## src/rtl/case_conv_pkg.sv

```systemverilog
// Shared encodings for the case-converting two-requester byte arbiter:
// conversion modes, arbiter FSM states and the default packet terminator.
package case_conv_pkg;

  typedef enum logic [1:0] {
    MODE_PASS     = 2'b00,
    MODE_UPPER    = 2'b01,
    MODE_LOWER    = 2'b10,
    MODE_PASS_ALT = 2'b11
  } conv_mode_t;

  typedef enum logic [1:0] {
    ST_IDLE   = 2'd0,
    ST_GRANT0 = 2'd1,
    ST_GRANT1 = 2'd2
  } arb_state_t;

  localparam logic [7:0] EOL_DEFAULT = 8'h0A;

  localparam logic [7:0] CASE_BIT_MASK = 8'h20;

  function automatic logic in_range(input logic [7:0] b,
                                    input logic [7:0] lo,
                                    input logic [7:0] hi);
    return (b >= lo) && (b <= hi);
  endfunction

endpackage

```

## src/rtl/case_conv_arb_if.sv

```systemverilog
// Bundle of the requester, downstream and mode/counter signals of case_conv_arb.
// Handshake: a byte moves on a rising edge exactly when its valid and ready are
// both high; valid never waits on ready, and ready may depend on valid.
interface case_conv_arb_if #(
  parameter int CNT_W = 16
);

  logic [1:0]       mode;
  logic             req0_valid;
  logic [7:0]       req0_data;
  logic             req0_ready;
  logic             req1_valid;
  logic [7:0]       req1_data;
  logic             req1_ready;
  logic             out_valid;
  logic [7:0]       out_data;
  logic             out_src;
  logic             out_ready;
  logic [CNT_W-1:0] conv_count;

  modport slave (
    input  mode,
    input  req0_valid, req0_data,
    output req0_ready,
    input  req1_valid, req1_data,
    output req1_ready,
    output out_valid, out_data, out_src,
    input  out_ready,
    output conv_count
  );

  modport master (
    output mode,
    output req0_valid, req0_data,
    input  req0_ready,
    output req1_valid, req1_data,
    input  req1_ready,
    input  out_valid, out_data, out_src,
    output out_ready,
    input  conv_count
  );

endinterface

```

## src/rtl/case_conv_byte.sv

```systemverilog
// Combinational ASCII case conversion of one byte; flags when the value changed.
module case_conv_byte
  import case_conv_pkg::*;
(
  input  logic [1:0] i_mode,
  input  logic [7:0] i_byte,
  output logic [7:0] o_byte,
  output logic       o_changed
);

  always_comb begin
    o_byte = i_byte;
    case (conv_mode_t'(i_mode))
      MODE_UPPER: if (in_range(i_byte, 8'h61, 8'h7A)) o_byte = i_byte & ~CASE_BIT_MASK;
      MODE_LOWER: if (in_range(i_byte, 8'h41, 8'h5A)) o_byte = i_byte | CASE_BIT_MASK;
      default:    o_byte = i_byte;
    endcase
    o_changed = (o_byte != i_byte);
  end

endmodule

```

## src/rtl/case_conv_arb.sv

```systemverilog
// Round-robin packet arbiter between two byte requesters feeding a one-deep
// output register, with per-byte case conversion and a saturating change counter.
module case_conv_arb
  import case_conv_pkg::*;
#(
  parameter logic [7:0] EOL_BYTE = EOL_DEFAULT,
  parameter int         CNT_W    = 16
) (
  input  logic            clk,
  input  logic            reset,
  case_conv_arb_if.slave  bus,
  output arb_state_t      o_dbg_state
);

  arb_state_t       r_state;
  logic             r_ptr;
  logic             r_out_valid;
  logic [7:0]       r_out_data;
  logic             r_out_src;
  logic [CNT_W-1:0] r_conv_count;

  logic             w_slot_free;
  logic             w_ready0;
  logic             w_ready1;
  logic             w_acc0;
  logic             w_acc1;
  logic             w_accept;
  logic [7:0]       w_in_byte;
  logic [7:0]       w_conv_byte;
  logic             w_changed;
  logic             w_cnt_max;

  // The output register can take a new byte when empty or draining this cycle.
  assign w_slot_free = !r_out_valid || bus.out_ready;
  assign w_ready0    = !reset && (r_state == ST_GRANT0) && w_slot_free;
  assign w_ready1    = !reset && (r_state == ST_GRANT1) && w_slot_free;
  assign w_acc0      = w_ready0 && bus.req0_valid;
  assign w_acc1      = w_ready1 && bus.req1_valid;
  assign w_accept    = w_acc0 || w_acc1;
  assign w_in_byte   = w_acc1 ? bus.req1_data : bus.req0_data;
  assign w_cnt_max   = &r_conv_count;

  case_conv_byte u_conv (
    .i_mode    (bus.mode),
    .i_byte    (w_in_byte),
    .o_byte    (w_conv_byte),
    .o_changed (w_changed)
  );

  always_ff @(posedge clk) begin
    if (reset) begin
      r_state      <= ST_IDLE;
      r_ptr        <= 1'b0;
      r_out_valid  <= 1'b0;
      r_out_data   <= 8'h00;
      r_out_src    <= 1'b0;
      r_conv_count <= '0;
    end else begin
      if (w_accept) begin
        r_out_valid <= 1'b1;
        r_out_data  <= w_conv_byte;
        r_out_src   <= w_acc1;
        if (w_changed && !w_cnt_max) begin
          r_conv_count <= r_conv_count + {{(CNT_W-1){1'b0}}, 1'b1};
        end
      end else if (bus.out_ready) begin
        r_out_valid <= 1'b0;
      end

      case (r_state)
        ST_IDLE: begin
          if (bus.req0_valid && (!bus.req1_valid || !r_ptr)) begin
            r_state <= ST_GRANT0;
          end else if (bus.req1_valid) begin
            r_state <= ST_GRANT1;
          end
        end
        // The terminator is matched on the raw byte, before conversion.
        ST_GRANT0: begin
          if (w_acc0 && (bus.req0_data == EOL_BYTE)) begin
            r_state <= ST_IDLE;
            r_ptr   <= 1'b1;
          end
        end
        ST_GRANT1: begin
          if (w_acc1 && (bus.req1_data == EOL_BYTE)) begin
            r_state <= ST_IDLE;
            r_ptr   <= 1'b0;
          end
        end
        default: r_state <= ST_IDLE;
      endcase
    end
  end

  assign bus.req0_ready = w_ready0;
  assign bus.req1_ready = w_ready1;
  assign bus.out_valid  = r_out_valid;
  assign bus.out_data   = r_out_data;
  assign bus.out_src    = r_out_src;
  assign bus.conv_count = r_conv_count;
  assign o_dbg_state    = r_state;

endmodule

```

## src/flat_wrapper.sv

```systemverilog
// flat-port wrapper written by rule: the top's interface ports become plain ports
module case_conv_arb_flat import case_conv_pkg::*;
#(
  parameter logic [7:0] EOL_BYTE = EOL_DEFAULT,
  parameter int         CNT_W    = 16
)
  (clk, reset, o_dbg_state, bus_mode, bus_req0_valid, bus_req0_data, bus_req0_ready, bus_req1_valid, bus_req1_data, bus_req1_ready, bus_out_valid, bus_out_data, bus_out_src, bus_out_ready, bus_conv_count);
  case_conv_arb_if #(.CNT_W(CNT_W)) bus_i ();
  input  logic clk;
  input  logic reset;
  output arb_state_t o_dbg_state;
  input wire logic [$bits(bus_i.mode)-1:0] bus_mode;
  input wire logic [$bits(bus_i.req0_valid)-1:0] bus_req0_valid;
  input wire logic [$bits(bus_i.req0_data)-1:0] bus_req0_data;
  output wire logic [$bits(bus_i.req0_ready)-1:0] bus_req0_ready;
  input wire logic [$bits(bus_i.req1_valid)-1:0] bus_req1_valid;
  input wire logic [$bits(bus_i.req1_data)-1:0] bus_req1_data;
  output wire logic [$bits(bus_i.req1_ready)-1:0] bus_req1_ready;
  output wire logic [$bits(bus_i.out_valid)-1:0] bus_out_valid;
  output wire logic [$bits(bus_i.out_data)-1:0] bus_out_data;
  output wire logic [$bits(bus_i.out_src)-1:0] bus_out_src;
  input wire logic [$bits(bus_i.out_ready)-1:0] bus_out_ready;
  output wire logic [$bits(bus_i.conv_count)-1:0] bus_conv_count;
  assign bus_i.mode = bus_mode;
  assign bus_i.req0_valid = bus_req0_valid;
  assign bus_i.req0_data = bus_req0_data;
  assign bus_req0_ready = bus_i.req0_ready;
  assign bus_i.req1_valid = bus_req1_valid;
  assign bus_i.req1_data = bus_req1_data;
  assign bus_req1_ready = bus_i.req1_ready;
  assign bus_out_valid = bus_i.out_valid;
  assign bus_out_data = bus_i.out_data;
  assign bus_out_src = bus_i.out_src;
  assign bus_i.out_ready = bus_out_ready;
  assign bus_conv_count = bus_i.conv_count;
  case_conv_arb #(.EOL_BYTE(EOL_BYTE), .CNT_W(CNT_W)) u_core (.clk(clk), .reset(reset), .bus(bus_i), .o_dbg_state(o_dbg_state));
endmodule
```

## config.mk

```make
export PLATFORM = sky130hd
export DESIGN_NAME = case_conv_arb_flat
export DESIGN_NICKNAME = d
export VERILOG_FILES = /design/src/rtl/case_conv_pkg.sv /design/src/rtl/case_conv_arb_if.sv /design/src/rtl/case_conv_byte.sv /design/src/rtl/case_conv_arb.sv /design/src/flat_wrapper.sv
export SDC_FILE = /design/constraint.sdc
export NUM_CORES = 1
export LEC_CHECK = 0
export CAP_MARGIN = 30
export CORE_AREA = 2 2 64 66
export DETAILED_ROUTE_END_ITERATION = 8
export DIE_AREA = 0 0 66 68
export GPL_TIMING_DRIVEN = 0
export PLACE_DENSITY_LB_ADDON = 0.08
export SLEW_MARGIN = 10
export SYNTH_ARGS = -nofsm -noshare
export SYNTH_HDL_FRONTEND = slang
export SYNTH_SLANG_ARGS = --single-unit
```

## constraint.sdc

```tcl
create_clock -name clk -period 3.7 [get_ports clk]
set_input_delay 0.74 -clock clk [delete_from_list [all_inputs] [get_ports clk]]
set_output_delay 0.74 -clock clk [all_outputs]
set_load 0.05 [all_outputs]
```

==> reports/summary.md <==
Derived from the worst setup path, the maximum achievable clock frequency is 280 MHz. Die outline area: 4490 µm². For this run, the slowest stage of the critical path takes 0.86 ns.

The post-synthesis register bit count was 29; the detailed-route via count was 1,635. The run gives 0 as the hold buffer count at CTS. Yosys printed 0 warnings. The run finished with clean final reports.

The horizontal extent of the die is 66 µm. The initial antenna violation count was 0. Synthesis produced 193 cells.

Buffers added to address setup during post-CTS repair amount to 0. The share of synthesized area occupied by flip-flops and latches is 34.7%, and the leakage power summed over all cells is 0.781 nW. Registers are responsible for 45.9% of the overall power.

The tools report the sum of negative setup slack as 0 ns. By area the synthesized netlist is led by dfxtp_1 35%, nor2_1 5.8%, mux2i_1 4.8%, xnor2_1 4.2%, a211oi_1 4.0%. The floorplan step set the die height to 68 µm. In this run, the combinational gates consume 17.1% of the power.

The internal power of the cells totals 0.518 mW. Clock latency on the worst-skew pair, taken at its later pin, is 0.28 ns. The first detailed-routing pass ran for 4 iterations. In the routed design, unresolved DRC markers number 0.

For the count of final max-slew check failures, the log shows 0. The number of antenna diodes in the final layout is 0. Global routing consumed, over all layers together, 20.6% of the routing resources. The share of cells above drive strength 1 works out to 7.94%.

Layout-stage area growth over the synthesis result: 40.4%. The logs give 0.00211 ns for the worst setup skew after layout and 2.83 ns for the data arrival time of the worst path. The logs give 23 for the number of core rows and 76 for the detailed router's first-iteration violation count. STA classifies the critical path endpoint as an output pin. The utilization after layout is 60.9%, and the wire length of the first global-routing pass is 6.76 mm. Of all nets on the critical path, the largest fanout is 10. The tools report the max-cap violation count as 0. Leading register cell type out of synthesis: dfxtp_1. For this design the ratio of total power to cell area is 302 nW/µm².

CTS built an H-tree with a depth of 2. The cell type contributing the most total cell area after synthesis was dfxtp_1. Net total in the final layout: 278. 53 I/O pins were placed. The switching part of the total power was 26.9%; the count of port buffers added during placement was 52. The final routed wire length divided by cell count was 14.4 µm. TritonCTS built the clock tree. For this run, asynchronously set or reset flops after synthesis account for 0%. The synthesized cell area is 1670 µm², and the hold violation count in the final report is 0. The most numerous cell type found on the critical path is clkdlybuf4s50_1. By count the netlist is led by 29 x dfxtp_1, 26 x nor2_1, 16 x nand2_1, 13 x a21oi_1. The quantity of gates resized following cts was 0. The number of library cell types mapped by synthesis was 49. The critical path class is in -> out. The clock passes through at most 2 buffers.

The post-synthesis average cell area works out to 8.67 µm². The final weighted congestion in routability-driven placement was 0.818. Setup repair after global routing left no endpoint under its margin.

Hold timing on the final database bottoms out at a slack of 0.466 ns. The top-area cell type share of the netlist area was 34.7%; the total overflow reported by the global router was 0. On the critical path, the stage with the largest delay is an instance of clkdlybuf4s50_1. Clock transition time at the flip-flop clock pins of the worst setup and hold paths: 0.06 ns. The total power of the final layout came out at 0.709 mW. The worst-case IR drop observed on VDD is 0.192 mV.

At the pin with the least slew margin, the transition time is 0.572 ns. The core region area is 3860 µm², and the post-detailed-routing wire length is 4.35 mm. The worst hold path belongs to the class reg -> reg. The via count of the first global-routing pass was 1,482. For the critical path data required time, the log shows 2.96 ns.

The signal on the critical path passes through clkdlybuf4s50_1 -> clkbuf_1 -> nor4b_1 -> clkdlybuf4s50_1. The clock network accounts for 37.0% of the total power. The run gives 0 as the total of endpoints with negative setup slack in the final report. The critical path contains buffers and inverters numbering 3 combined. In this run the tightest slew margin relative to its limit is 61.5%.

After layout, the minimum clock period comes to 3.57 ns. In this run the remaining antenna-violating nets after routing total 0. The sum of net half-perimeters after detailed placement is 3.20 mm, and the count of flip-flops with a built-in enable after synthesis is 0. The kind of cell with the highest combined delay along the critical path is buffers and inverters. For this design the total switching power over the nets is 0.191 mW. The number of nets handed over by synthesis was 219. Once the floorplan was initialized, standard cells occupied 43.4% of the core. STA classifies the critical path startpoint as a primary input. After layout, the worst path uses 96.4% of the clock period. The clock sink count is 29. CTS root buffer: clkbuf_8. The via count normalized by instance count is 5.41. Most common cell in the netlist: dfxtp_1. The run gives 11 as the largest net degree at the start of global routing. Counting the buffers created by CTS gives 5.
## flip-flops by register name (all words and copies together), names as in the netlist
register,count
u_core.bus.conv_count,16
u_core.bus.out_data,8
u_core.o_dbg_state,2
u_core.bus.out_src,1
u_core.bus.out_valid,1
u_core.r_ptr,1
## power groups by stage
stage          clock [mW]  sequential, mW  combinational [mW]
2_1_floorplan           0           0.354              0.0427
3_3_place_gp            0           0.332               0.121
3_5_place_dp            0           0.332               0.121
4_1_cts             0.270           0.325               0.122
5_1_grt             0.281           0.326               0.130
6_report            0.262           0.325               0.121
## cell families (layout without fill, tap and decap cells)
logic type / Yosys count / in the layout / share of synthesized area, %
flops: 29 / 29 / 34.7
fa+ha+maj: 3 / 3 / 2.24
compound gates: 47 / 47 / 23.6
mux: 9 / 9 / 5.68
simple gates: 82 / 82 / 26.1
buf+inv: 15 / 74 / 3.44
xor+xnor: 8 / 8 / 4.19
## area by class of cell
cell class | instances | area [µm²]
clock buffers | 7 | 86.3
plain buffers | 6 | 23.8
well taps | 50 | 62.6
inverters | 9 | 33.8
multi-input cells | 149 | 1040
fillers | 380 | 1510
repair buffers | 52 | 520
flip-flops and latches | 29 | 581
## metal layers
metal	GRT usage (%)	wire length, µm	up-vias
met5	0	0	-
met2	36.1	2020	48
met1	23.0	1950	752
met3	5.10	275	6
li1	-	-	829
met4	11.2	99	0
## through the flow
step / instances / setup slack (ns) / area, µm²
detailed placement: 295 / 0.0744 / 2260
floorplan: 193 / 0.373 / 1680
CTS: 302 / 0.118 / 2350
global placement: 295 / 0.100 / 2260
global route: 302 / 0.0540 / 2350
finish: 302 / 0.134 / 2350
## placed cells by master, fill, tap and decap left out, types with 3 or more instances in the layout
cell and instances:
and2_1 5, a21oi_1 13, clkbuf_1 5, ha_1 3, xnor2_1 8, nand3_1 8
a211oi_1 9, clkdlybuf4s50_1 52, or3_1 3, nand2_1 16, dfxtp_1 29, inv_1 9
nor3_1 3, nand4_1 4, a31o_1 3, nor2_1 26, clkbuf_8 6, mux2i_1 8
## tightest hold or removal path, stage by stage, from the launching register on
cell,delay [ns]
dfxtp_1,0.31
nand2_1,0.05
a21oi_1,0.05
## path summary, 6_finish.rpt
kind	from	end	slack, ns	depth (start not counted)
setup / recovery	reset	bus_req1_ready	0.13	4
hold / removal	u_core.bus.out_src	u_core.bus.out_src	0.47	2
setup reg to reg	u_core.o_dbg_state[1]	u_core.bus.conv_count[10]	0.99	7
hold reg to reg	u_core.bus.out_src	u_core.bus.out_src	0.47	2
(Power assumes the default switching activity.)
